## src/rtl/led_cfg_pkg.sv

```systemverilog
// Shared definitions for the LED divider configuration stage.
// Contents:
//   DIV_W, DIV_MAX - divider bus width and its saturation ceiling
//   wr_state_t     - write-FSM state encoding
//   max_u          - elaboration-time helper for sizing shared counters
package led_cfg_pkg;

    localparam int unsigned DIV_W = 5;
    localparam logic [DIV_W-1:0] DIV_MAX = 5'd31;

    typedef enum logic [1:0] {
        IDLE,
        WAIT,
        WRITE
    } wr_state_t;

    function automatic int unsigned max_u(input int unsigned a, input int unsigned b);
        return (a > b) ? a : b;
    endfunction

endpackage

```

## src/rtl/btn_debounce.sv

```systemverilog
// Raw push-button conditioner: 2-FF synchronizer, debounce, press-edge
// detection and optional auto-repeat.
// Ports:
//   clk, rst_n - clock and asynchronous active-low reset
//   btn_i      - raw asynchronous button level, active-high
//   event_o    - registered one-cycle step event (press or repeat tick)
module btn_debounce
    import led_cfg_pkg::*;
#(
    parameter int unsigned DEBOUNCE_CYC = 1000000,
    parameter int unsigned REPEAT_CYC   = 25000000
) (
    input  logic clk,
    input  logic rst_n,
    input  logic btn_i,
    output logic event_o
);

    localparam int unsigned CNT_MAX = max_u(DEBOUNCE_CYC, REPEAT_CYC);
    localparam int unsigned CNT_W   = $clog2(CNT_MAX + 1);
    localparam bit          RPT_EN  = (REPEAT_CYC != 0);

    localparam logic [CNT_W-1:0] DEB_LAST = CNT_W'(DEBOUNCE_CYC - 1);
    localparam logic [CNT_W-1:0] RPT_LAST = CNT_W'(RPT_EN ? (REPEAT_CYC - 1) : 0);

    logic [1:0]       sync_q;
    logic             stable_q, stable_d;
    logic [CNT_W-1:0] deb_cnt_q, deb_cnt_d;
    logic [CNT_W-1:0] rpt_cnt_q, rpt_cnt_d;
    logic             event_q, event_d;
    logic             rpt_hit;
    logic             synced;

    assign synced = sync_q[1];

    always_comb begin
        stable_d  = stable_q;
        deb_cnt_d = '0;
        // Counter only runs while the synced level disagrees with the
        // accepted level; any agreement restarts the qualification window.
        if (synced != stable_q) begin
            if (deb_cnt_q == DEB_LAST) begin
                stable_d = synced;
            end else begin
                deb_cnt_d = deb_cnt_q + 1'b1;
            end
        end
    end

    always_comb begin
        rpt_cnt_d = '0;
        rpt_hit   = 1'b0;
        // Counting starts in the first cycle the stable level is high, so
        // the first repeat lands REPEAT_CYC cycles after the press event.
        if (RPT_EN && stable_q) begin
            if (rpt_cnt_q == RPT_LAST) begin
                rpt_hit = 1'b1;
            end else begin
                rpt_cnt_d = rpt_cnt_q + 1'b1;
            end
        end
    end

    assign event_d = (stable_d & ~stable_q) | rpt_hit;

    always_ff @(posedge clk or negedge rst_n) begin
        if (!rst_n) begin
            sync_q    <= 2'b00;
            stable_q  <= 1'b0;
            deb_cnt_q <= '0;
            rpt_cnt_q <= '0;
            event_q   <= 1'b0;
        end else begin
            sync_q    <= {sync_q[0], btn_i};
            stable_q  <= stable_d;
            deb_cnt_q <= deb_cnt_d;
            rpt_cnt_q <= rpt_cnt_d;
            event_q   <= event_d;
        end
    end

    assign event_o = event_q;

endmodule

```

## src/rtl/led_div_cfg.sv

```systemverilog
// Divider configuration stage for the LED counter reconfigurable region.
// Two buttons step a saturating 5-bit divider; each change is written
// downstream with a one-cycle strobe, deferred while the partition is busy.
// Ports:
//   clk100     - 100 MHz clock
//   rst_n      - asynchronous active-low reset
//   btn_up_i   - raw up button
//   btn_dn_i   - raw down button
//   pr_busy_i  - downstream partition reconfiguring; holds off writes
//   div_o      - current divider value
//   wren_o     - one-cycle write strobe
//   pend_o     - a changed value is waiting to be written
module led_div_cfg
    import led_cfg_pkg::*;
#(
    parameter int unsigned      DEBOUNCE_CYC = 1000000,
    parameter int unsigned      REPEAT_CYC   = 25000000,
    parameter logic [DIV_W-1:0] DIV_RST      = 5'd16
) (
    input  logic             clk100,
    input  logic             rst_n,
    input  logic             btn_up_i,
    input  logic             btn_dn_i,
    input  logic             pr_busy_i,
    output logic [DIV_W-1:0] div_o,
    output logic             wren_o,
    output logic             pend_o
);

    logic up_ev, dn_ev;

    btn_debounce #(
        .DEBOUNCE_CYC (DEBOUNCE_CYC),
        .REPEAT_CYC   (REPEAT_CYC)
    ) u_btn_up (
        .clk     (clk100),
        .rst_n   (rst_n),
        .btn_i   (btn_up_i),
        .event_o (up_ev)
    );

    btn_debounce #(
        .DEBOUNCE_CYC (DEBOUNCE_CYC),
        .REPEAT_CYC   (REPEAT_CYC)
    ) u_btn_dn (
        .clk     (clk100),
        .rst_n   (rst_n),
        .btn_i   (btn_dn_i),
        .event_o (dn_ev)
    );

    logic [DIV_W-1:0] div_q, div_d;
    logic             change;
    wr_state_t        state_q, state_d;
    logic             wren_q, pend_q;

    // Saturated steps and simultaneous up/down leave the value untouched
    // and do not count as a change.
    always_comb begin
        div_d  = div_q;
        change = 1'b0;
        if (up_ev && !dn_ev && (div_q != DIV_MAX)) begin
            div_d  = div_q + 1'b1;
            change = 1'b1;
        end else if (dn_ev && !up_ev && (div_q != '0)) begin
            div_d  = div_q - 1'b1;
            change = 1'b1;
        end
    end

    always_comb begin
        state_d = state_q;
        unique case (state_q)
            IDLE: begin
                if (change) begin
                    state_d = pr_busy_i ? WAIT : WRITE;
                end
            end
            WAIT: begin
                // Changes while waiting just update div_q; only the final
                // value gets written once busy drops.
                if (!pr_busy_i) begin
                    state_d = WRITE;
                end
            end
            WRITE: begin
                if (change) begin
                    state_d = pr_busy_i ? WAIT : WRITE;
                end else begin
                    state_d = IDLE;
                end
            end
            default: state_d = WAIT;
        endcase
    end

    // Strobe and pending flag are registered copies of the next state so
    // the outputs carry no combinational path from the inputs.
    always_ff @(posedge clk100 or negedge rst_n) begin
        if (!rst_n) begin
            div_q   <= DIV_RST;
            state_q <= WAIT;
            wren_q  <= 1'b0;
            pend_q  <= 1'b1;
        end else begin
            div_q   <= div_d;
            state_q <= state_d;
            wren_q  <= (state_d == WRITE);
            pend_q  <= (state_d == WAIT);
        end
    end

    assign div_o  = div_q;
    assign wren_o = wren_q;
    assign pend_o = pend_q;

endmodule

```

## config.mk

```make
export PLATFORM = sky130hd
export DESIGN_NAME = led_div_cfg
export DESIGN_NICKNAME = d
export VERILOG_FILES = /design/src/rtl/led_cfg_pkg.sv /design/src/rtl/btn_debounce.sv /design/src/rtl/led_div_cfg.sv
export SDC_FILE = /design/constraint.sdc
export NUM_CORES = 1
export LEC_CHECK = 0
export BUFFER_PORTS_ARGS = -buffer_cell sky130_fd_sc_hd__buf_2
export CAP_MARGIN = 5
export CORE_ASPECT_RATIO = 0.7
export CORE_MARGIN = 1
export CORE_UTILIZATION = 60
export DETAILED_ROUTE_END_ITERATION = 8
export HOLD_SLACK_MARGIN = 0.06
export PLACE_DENSITY = 0.84
export SLEW_MARGIN = 20
export SYNTH_ARGS = -nofsm -noshare
export SYNTH_HDL_FRONTEND = slang
export SYNTH_SLANG_ARGS = --single-unit
export TNS_END_PERCENT = 100
```

## constraint.sdc

```tcl
create_clock -name clk100 -period 3.81 [get_ports clk100]
set_clock_uncertainty 0.1 [all_clocks]
set_input_delay 0.762 -clock clk100 [delete_from_list [all_inputs] [get_ports clk100]]
set_output_delay 0.762 -clock clk100 [all_outputs]
set_load 0.005 [all_outputs]
```

==> flow_summary.json, run 1 <==
{
  "clkLatencyLatePin_ns": 0.41,
  "place.gp.congestion": 0.848,
  "hold_viol": 0,
  "antenna_found_initial": 0,
  "crit_path_end": "div_o[4]$_DFFE_PN1N_",
  "status": "finished, final reports clean",
  "crit_type": "register to register",
  "ys.flop_type": "dfrtp_1",
  "drtIter0Drc": 497,
  "yosysTopAreaCellShare": 0.486,
  "syn_area_sq_um": 5860,
  "grt_first_pass_wirelength_um": 22200,
  "clockBufferDepth": 2,
  "synth_cell_types": 46,
  "initial_core_util": 0.631,
  "synth_top_cell_by_area": "dfrtp_1",
  "htreeDepth": 4,
  "cp-end-kind": "register",
  "routed-via-count": 4774,
  "rr_startpoint": "div_o[1]$_DFFE_PN0N_",
  "ys_ff_latch": 117,
  "setup_violations": 0,
  "seq_area_frac_synth": 0.500,
  "timing.final.crit_share": 0.672,
  "rsz0062_at_grt": "false",
  "rr_endpoint": "div_o[4]$_DFFE_PN1N_",
  "syn2layout_area_growth_pct": 12.5,
  "r2r.worst_path.cells": 7,
  "firstDrtPassIters": 7,
  "numClockSinks": 117,
  "dieHeight_um": 84.7,
  "power.density_nw_per_um2": 430,
  "die_area_sq_um": 10200,
  "drv_slew": 0,
  "worstMarginPinSlew_ns": 0.776,
  "avgSynthCellArea_sq_um": 9.81,
  "cts.clk_slew.worst_paths_ns": 0.05,
  "io_buffers": 11,
  "rrSetupSlack_ns": 1.25,
  "worstPathCellList": "and3_1, a311o_1, fa_1, a21o_1, a21oi_1, mux2i_1, xor2_1",
  "remaining_drc_errors": 0,
  "layout-drive-gt1-share": 0.0851,
  "async_flop_share": 1.00,
  "post-dp-hpwl_um": 8250,
  "startpoint": "div_o[1]$_DFFE_PN0N_",
  "crit_fanout": 8,
  "cts_tree": "built",
  "startpoint_type": "register",
  "max_stage_delay_ns": 0.48,
  "fin_tns_setup_ns": 0,
  "synth_edf_count": 0,
  "rows": 29,
  "utilization": 0.710,
  "numCtsBuffers": 17,
  "cts_setup_buffers": 0,
  "netlist_top_cells_area": "dfrtp_1 49%, xor2_1 4.5%, a21oi_1 4.0%, nor2_1 3.7%, xnor2_1 3.4%",
  "synth_common_cells": "114 x dfrtp_1, 58 x nor2_1, 47 x a21oi_1",
  "fillCellCount": 688,
  "crit_arrival_ns": 2.79,
  "syn_inst": 598,
  "yosys_warnings": 0,
  "timing.hold.ws_ns": 0.173,
  "nNetsFinal": 623,
  "seq_area_sq_um": 2930,
  "multi_input_area_sq_um": 2790,
  "wire_per_inst_um": 17.2,
  "hp-class": "input pin to asynchronous set/reset pin",
  "irDropWorstVdd_v": 0.000319,
  "grtUsageTotal": 0.277,
  "critical_path_required_ns": 4.04,
  "critPathSlowestCell": "a311o_1",
  "max_freq_mhz": 391,
  "grt.overflow.total": 0,
  "maxCapViolCount": 0,
  "cts_resized": 0,
  "clock-root-buffer": "clkbuf_16",
  "routed_wl_um": 12800,
  "synth.most_common_cell": "dfrtp_1",
  "syn_nets": 611,
  "holdBufCountCts": 0,
  "grt_max_degree": 91,
  "antenna_cells": 0,
  "p_leak_uw": 0.00261,
  "die_x_um": 120,
  "grt_pass1_vias": 4648,
  "period_needed_ns": 2.56,
  "max-slew-margin-rel": 0.481,
  "io_pins": 12,
  "core_area_sq_um": 9290,
  "viasPerCell": 6.39,
  "detail-route-antenna-nets": 0
}
logic make-up (layout without fill, tap and decap cells):
family,after synthesis,after routing,synth area share
buf+inv,37,62,0.0260
simple gates,267,267,0.251
flops,117,117,0.500
mux,5,5,0.00939
fa+ha+maj,8,8,0.0183
compound gates,111,111,0.116
xor+xnor,53,53,0.0792
critical path, delay by kind of cell (launching register included):
family,cells,cell delay [ns]
AOI/OAI and AO/OA,3,0.86
xor gates and xnor gates,1,0.17
adders and majority gates,1,0.46
DFF,1,0.44
muxes,1,0.24
and+or+nand+nor,1,0.21
state kept, by name, indices dropped and copies added (netlist names), 2 cells and up:
signal / count
div_o: 5
state_q: 2
u_btn_dn.deb_cnt_q: 25
u_btn_dn.rpt_cnt_q: 25
u_btn_dn.sync_q: 2
u_btn_up.deb_cnt_q: 25
u_btn_up.rpt_cnt_q: 25
u_btn_up.sync_q: 2
routing by layer:
| metal | wire length, um | vias up | track usage |
|---|---|---|---|
| met5 | 0 | - | 0 |
| met4 | 130 | 0 | 0.0898 |
| met3 | 610 | 14 | 0.0645 |
| met2 | 6390 | 149 | 0.456 |
| met1 | 5700 | 2375 | 0.365 |
| li1 | - | 2236 | - |
cells in the final DEF, fill, tap and decap left out, types with 2 or more instances in the layout:
cell and n:
dfstp_2 3, nand4_1 29, nand3_1 34, nand2b_1 2, nand2_1 37, xnor2_1 23, buf_2 10, a21oi_1 47
a21o_1 2, or3_1 27, and2_1 5, inv_1 14, o31ai_1 24, o41ai_4 2, a31oi_1 2, or4_1 26
and3_1 11, bufinv_16 2, mux2_2 4, o21ai_1 2, nor4b_1 5, clkbuf_1 8, clkbuf_8 2, xor2_1 30
clkinv_2 3, nor3_1 8, nor4_1 9, buf_4 5, and4_1 9, nor2_1 58, ha_1 7, o21ai_0 24
dfrtp_1 114, clkbuf_16 17, o21a_1 4
power by group:
| part | switching [uW] | total (uW) | internal (uW) |
|---|---|---|---|
| clock | 528 | 1520 | 993 |
| combinational | 40.2 | 52.8 | 12.6 |
| sequential | 7.13 | 1260 | 1250 |
how the worst min path moves through the flow:
stage	slack, ns	startpoint	end
after floorplan	0.23	u_btn_dn.sync_q[0]$_DFF_PN0_	u_btn_dn.sync_q[1]$_DFF_PN0_
after detailed placement	0.23	u_btn_up.sync_q[0]$_DFF_PN0_	u_btn_up.sync_q[1]$_DFF_PN0_
after global placement	0.23	u_btn_up.sync_q[0]$_DFF_PN0_	u_btn_up.sync_q[1]$_DFF_PN0_
after CTS	0.18	rst_n	u_btn_dn.deb_cnt_q[16]$_DFF_PN0_
final	0.17	rst_n	u_btn_dn.rpt_cnt_q[10]$_DFF_PN0_
after global routing	0.19	rst_n	u_btn_dn.deb_cnt_q[16]$_DFF_PN0_
cell type report:
class                      instances  share of cell area
sequential                       117               0.444
inverter                          14             0.00797
clock inverter                     5              0.0114
clock buffer                      27              0.0732
multi-input combinational        444               0.423
tap                              124              0.0235
timing repair buffer              16              0.0163
per-stage QoR:
stage	total power, uW	cell area, sq um	instances	worst slack (ns)
floorplan	1300	5860	598	1.45
CTS	2850	6600	747	1.26
finish	2830	6600	747	1.25
global placement	1330	6040	715	1.38
detailed placement	1330	6040	715	1.30
global route	2920	6600	747	1.11
Note: power is estimated with default switching activity, not from simulation.
==> run 2, diff against run 1 <==
clock period = 2.51 ns   (was 3.81 ns; I/O delays follow)
==> flow_summary.json, run 2 (same netlist as run 1, synthesis figures left out) <==
{
  "cts.clk_slew.worst_paths_ns": 0.05,
  "startpoint_type": "register",
  "drv_slew": 0,
  "max_stage_delay_ns": 0.43,
  "clkLatencyLatePin_ns": 0.41,
  "max-slew-margin-rel": 0.642,
  "timing.final.crit_share": 0.952,
  "hp-class": "input pin to register",
  "core_area_sq_um": 9290,
  "path_delay_family": "compound AO/OA/AOI/OAI gates",
  "clockBufferDepth": 2,
  "io_pins": 12,
  "grt.overflow.total": 0,
  "drtIter0Drc": 545,
  "routed-via-count": 4803,
  "layout_common_cells": "114 x dfrtp_1, 58 x nor2_1, 47 x a21oi_1, 37 x nand2_1, 34 x nand3_1",
  "wire_per_inst_um": 17.8,
  "fin_tns_setup_ns": 0,
  "dieHeight_um": 84.7,
  "dp_slack_ns": 0.0890,
  "grt_max_degree": 45,
  "htreeDepth": 4,
  "syn2layout_area_growth_pct": 14.5,
  "max_freq_mhz": 418,
  "fin_ws_ns": 0.119,
  "post-dp-hpwl_um": 8410,
  "grt_first_pass_wirelength_um": 23000,
  "routed_wl_um": 13400,
  "numCtsBuffers": 17,
  "hold_viol": 0,
  "critPathBufInv": 0,
  "rsz0062_at_grt": "false",
  "viasPerCell": 6.39,
  "power.density_nw_per_um2": 678,
  "die_area_sq_um": 10200,
  "detail-route-antenna-nets": 0,
  "antenna_cells": 0,
  "maxCapViolCount": 0,
  "numClockSinks": 117,
  "cp-end-kind": "register",
  "place.gp.congestion": 0.859,
  "fillCellCount": 663,
  "nNetsFinal": 630,
  "crit_type": "register to register",
  "worstMarginPinSlew_ns": 0.536,
  "clock-root-buffer": "clkbuf_16",
  "p_leak_uw": 0.00267,
  "layout-drive-gt1-share": 0.104,
  "remaining_drc_errors": 0,
  "worstPathCellList": "and3_1, a311o_2, fa_1, a21o_1, a21oi_1, mux2i_1, xor2_1",
  "irDropWorstVdd_v": 0.000486,
  "cts_tree": "built",
  "setup_violations": 0,
  "critical_path_required_ns": 2.75,
  "rrSetupSlack_ns": 0.12,
  "rows": 29,
  "grtUsageTotal": 0.291,
  "final_common_cell": "dfrtp_1",
  "initial_core_util": 0.631,
  "die_x_um": 120,
  "status": "finished, final reports clean",
  "crit_fanout": 8,
  "crit_arrival_ns": 2.63,
  "io_buffers": 11,
  "grt_pass1_vias": 4771,
  "critPathSlowestCell": "fa_1",
  "cts_setup_buffers": 0,
  "firstDrtPassIters": 5,
  "period_needed_ns": 2.39,
  "antenna_found_initial": 0
}
## run 2: report_power, final
part           switching, uW  internal [uW]  total (uW)
combinational           63.7           22.0        85.7
sequential              11.0           1900        1910
clock                    836           1720        2560
## run 2: repair_timing
action	in CTS	in global routing
resized for setup	0	1
hold buffers	1	0
endpoints found under the setup margin	0	1
hold endpoints to repair	31	0
## run 2: cell type report
class / instances / area [sq um] / share of cell area
Timing Repair Buffer: 23 / 163 / 0.0242
Inverter: 14 / 52.6 / 0.00782
Tap cell: 124 / 155 / 0.0231
Clock buffer: 21 / 470 / 0.0700
Clock inverter: 9 / 151 / 0.0225
Sequential cell: 117 / 2930 / 0.436
Multi-Input combinational cell: 444 / 2790 / 0.416
## run 2: path summary, 6_finish.rpt
path,start,cells past startpoint,endpoint
worst max register to register,div_o[1]$_DFFE_PN0N_,7,div_o[4]$_DFFE_PN1N_
worst max-delay path,div_o[1]$_DFFE_PN0N_,7,div_o[4]$_DFFE_PN1N_
worst min register to register,u_btn_up.sync_q[0]$_DFF_PN0_,0,u_btn_up.sync_q[1]$_DFF_PN0_
min in group asynchronous,rst_n,2,u_btn_dn.deb_cnt_q[17]$_DFF_PN0_
worst min-delay path,btn_up_i,1,u_btn_up.sync_q[0]$_DFF_PN0_
max in group asynchronous,rst_n,3,u_btn_dn.rpt_cnt_q[7]$_DFF_PN0_
## run 2: metal layers
| layer | share of wire | wire (um) | vias up | GRT usage |
|---|---|---|---|---|
| met1 | 0.45 | 6020 | 2390 | 0.380 |
| met3 | 0.046 | 609 | 23 | 0.0591 |
| met5 | 0 | 0 | - | 0 |
| met2 | 0.48 | 6470 | 152 | 0.471 |
| met4 | 0.020 | 274 | 0 | 0.133 |
| li1 | - | - | 2238 | - |
## run 2: through the flow
stage	total power [uW]	instances	util	instance area [sq um]	hold slack, ns
global route	4680	752	0.723	6720	0.0909
finish	4560	752	0.723	6720	0.0913
floorplan	1970	598	-	5860	0.106
CTS	4570	752	0.723	6720	0.0872
detailed placement	2030	721	0.655	6080	0.236
global placement	2020	721	0.655	6080	0.232
==> run 3, diff against run 2 <==
--- a/config.mk
+++ b/config.mk
@@ -12,7 +12,7 @@
 export CORE_UTILIZATION = 60
 export DETAILED_ROUTE_END_ITERATION = 8
+export GPL_ROUTABILITY_DRIVEN = 1
 export HOLD_SLACK_MARGIN = 0.06
 export PLACE_DENSITY = 0.84
-export SLEW_MARGIN = 20
 export SYNTH_ARGS = -nofsm -noshare
 export SYNTH_HDL_FRONTEND = slang
==> constraint.sdc (replaced) <==
create_clock -name clk100 -period 2.51 [get_ports clk100]
set_clock_uncertainty 0.1 [all_clocks]
set_input_delay 0.1255 -clock clk100 [delete_from_list [all_inputs] [get_ports clk100]]
set_output_delay 0.1255 -clock clk100 [all_outputs]
set_load 0.005 [all_outputs]
==> flow_summary.json, run 3 (same netlist as run 1, synthesis figures left out) <==
{
  "io_pins": 12,
  "hp-class": "input pin to asynchronous set/reset pin",
  "remaining_drc_errors": 0,
  "grt.overflow.total": 0,
  "max-slew-margin-rel": 0.595,
  "post-place-cells": 721,
  "cts_tree": "built",
  "final_common_cell": "dfrtp_1",
  "worstMarginPinSlew_ns": 0.606,
  "crit_type": "register to register",
  "timing.hold.ws_ns": 0.129,
  "rr_endpoint": "div_o[4]$_DFFE_PN1N_",
  "nNetsFinal": 636,
  "grt_pass1_vias": 4773,
  "status": "finished, final reports clean",
  "irDropWorstVdd_v": 0.000506,
  "io_buffers": 11,
  "fin_cells": 760,
  "seqPwrFrac": 0.440,
  "die_area_sq_um": 10200,
  "p_sw_uw": 886,
  "setup_violations": 0,
  "htreeDepth": 4,
  "r2r.worst_path.cells": 7,
  "firstDrtPassIters": 5,
  "comb_power_share": 0.020,
  "sw_frac_of_total": 0.204,
  "dieHeight_um": 84.7,
  "period_needed_ns": 2.41,
  "hold_viol": 0,
  "routed-via-count": 4856,
  "wire_per_inst_um": 17.8,
  "crit_path_end": "div_o[4]$_DFFE_PN1N_",
  "rows": 29,
  "startpoint_type": "register",
  "drv_slew": 0,
  "internal_power_uw": 3460,
  "cp-end-kind": "register",
  "core_area_sq_um": 9290,
  "grtUsageTotal": 0.285,
  "antenna_found_initial": 0,
  "maxCapViolCount": 0,
  "rr_startpoint": "div_o[1]$_DFFE_PN0N_",
  "cts.clk_slew.worst_paths_ns": 0.05,
  "drtIter0Drc": 502,
  "routed_wl_um": 13500,
  "clkLatencyLatePin_ns": 0.42,
  "crit_arrival_ns": 2.66,
  "startpoint": "div_o[1]$_DFFE_PN0N_",
  "grt_max_degree": 58,
  "grt_first_pass_wirelength_um": 22600,
  "utilization": 0.723,
  "place.gp.congestion": 0.833,
  "numClockSinks": 117,
  "die_x_um": 120,
  "p_leak_uw": 0.00267,
  "syn2layout_area_growth_pct": 14.5,
  "clock-root-buffer": "clkbuf_16",
  "initial_core_util": 0.631,
  "pwr-share-clk": 0.540,
  "clockBufferDepth": 2,
  "layout_common_cells": "114 x dfrtp_1, 58 x nor2_1, 47 x a21oi_1, 37 x nand2_1, 34 x nand3_1",
  "max_freq_mhz": 414,
  "rrSetupSlack_ns": 0.1,
  "power.density_nw_per_um2": 647,
  "layout-drive-gt1-share": 0.102,
  "viasPerCell": 6.39,
  "numCtsBuffers": 17,
  "detail-route-antenna-nets": 0,
  "timing.final.crit_share": 0.962,
  "crit_fanout": 6,
  "antenna_cells": 0,
  "critical_path_required_ns": 2.75,
  "post-dp-hpwl_um": 8340
}
## run 3: cell count changes in the layout (fill, tap and decap cells not counted), moves of 2 or more
cell and change:
clkbuf_1 +5, buf_4 +3, dlygate4sd3_1 +3, bufinv_16 -2
## run 3: worst min-delay path by stage
stage | endpoint | cells after the start | startpoint
2_1_floorplan | div_o[0]$_DFFE_PN0N_ | 0 | rst_n
3_3_place_gp | u_btn_dn.rpt_cnt_q[8]$_DFF_PN0_ | 1 | rst_n
3_5_place_dp | u_btn_dn.rpt_cnt_q[19]$_DFF_PN0_ | 1 | rst_n
4_1_cts | u_btn_up.event_o$_DFF_PN0_ | 2 | rst_n
5_1_grt | u_btn_dn.rpt_cnt_q[18]$_DFF_PN0_ | 2 | rst_n
6_report | u_btn_dn.rpt_cnt_q[19]$_DFF_PN0_ | 2 | rst_n
## run 3: final cells by class
type                            count  area, sq um
Tap cell                          124          155
Multi-Input combinational cell    444         2790
Sequential cell                   117         2930
Inverter                           14         52.6
Timing Repair Buffer               29          215
Clock inverter                      6         80.1
Fill cell                         671         2570
Clock buffer                       26          489
## run 3: metal layers
metal,global-route usage,routed length (um),vias to the layer above
met1,0.366,5790,2403
met2,0.460,6670,158
met3,0.0639,631,40
li1,-,-,2255
met4,0.138,426,0
met5,0,0,-
## run 3: what timing repair did
action / CTS / global route
endpoints found under the setup margin: 0 / 1
gates resized for setup: 0 / 1
endpoints found under the hold margin: 99 / 0
buffers inserted: 0 / 3
hold buffers: 4 / 0
## run 3: power by group through the flow
stage	Clock [uW]	Sequential, uW	Combinational [uW]
after floorplan	0	1940	30.1
after global placement	0	1940	82.3
after detailed placement	0	1940	84.4
after CTS	2360	1910	90.5
after global routing	2450	1910	101
final	2340	1910	87.6
## run 3: worst max-delay path, stage by stage (launching register included)
cell     delay (ns)
dfrtp_1        0.39
and3_1         0.19
a311o_2        0.42
fa_1           0.44
a21o_1         0.21
a21oi_1        0.19
mux2i_1        0.23
xor2_1         0.16
## run 3: metrics by stage
stage / power (uW) / setup slack (ns) / TNS (ns) / area [sq um]
after floorplan: 1970 / 0.154 / 0 / 5860
after global placement: 2020 / 0.172 / 0 / 6080
after detailed placement: 2030 / 0.100 / 0 / 6080
after CTS: 4360 / 0.0542 / 0 / 6690
after global routing: 4460 / -0.0371 / -0.0391 / 6720
final: 4340 / 0.0956 / 0 / 6720
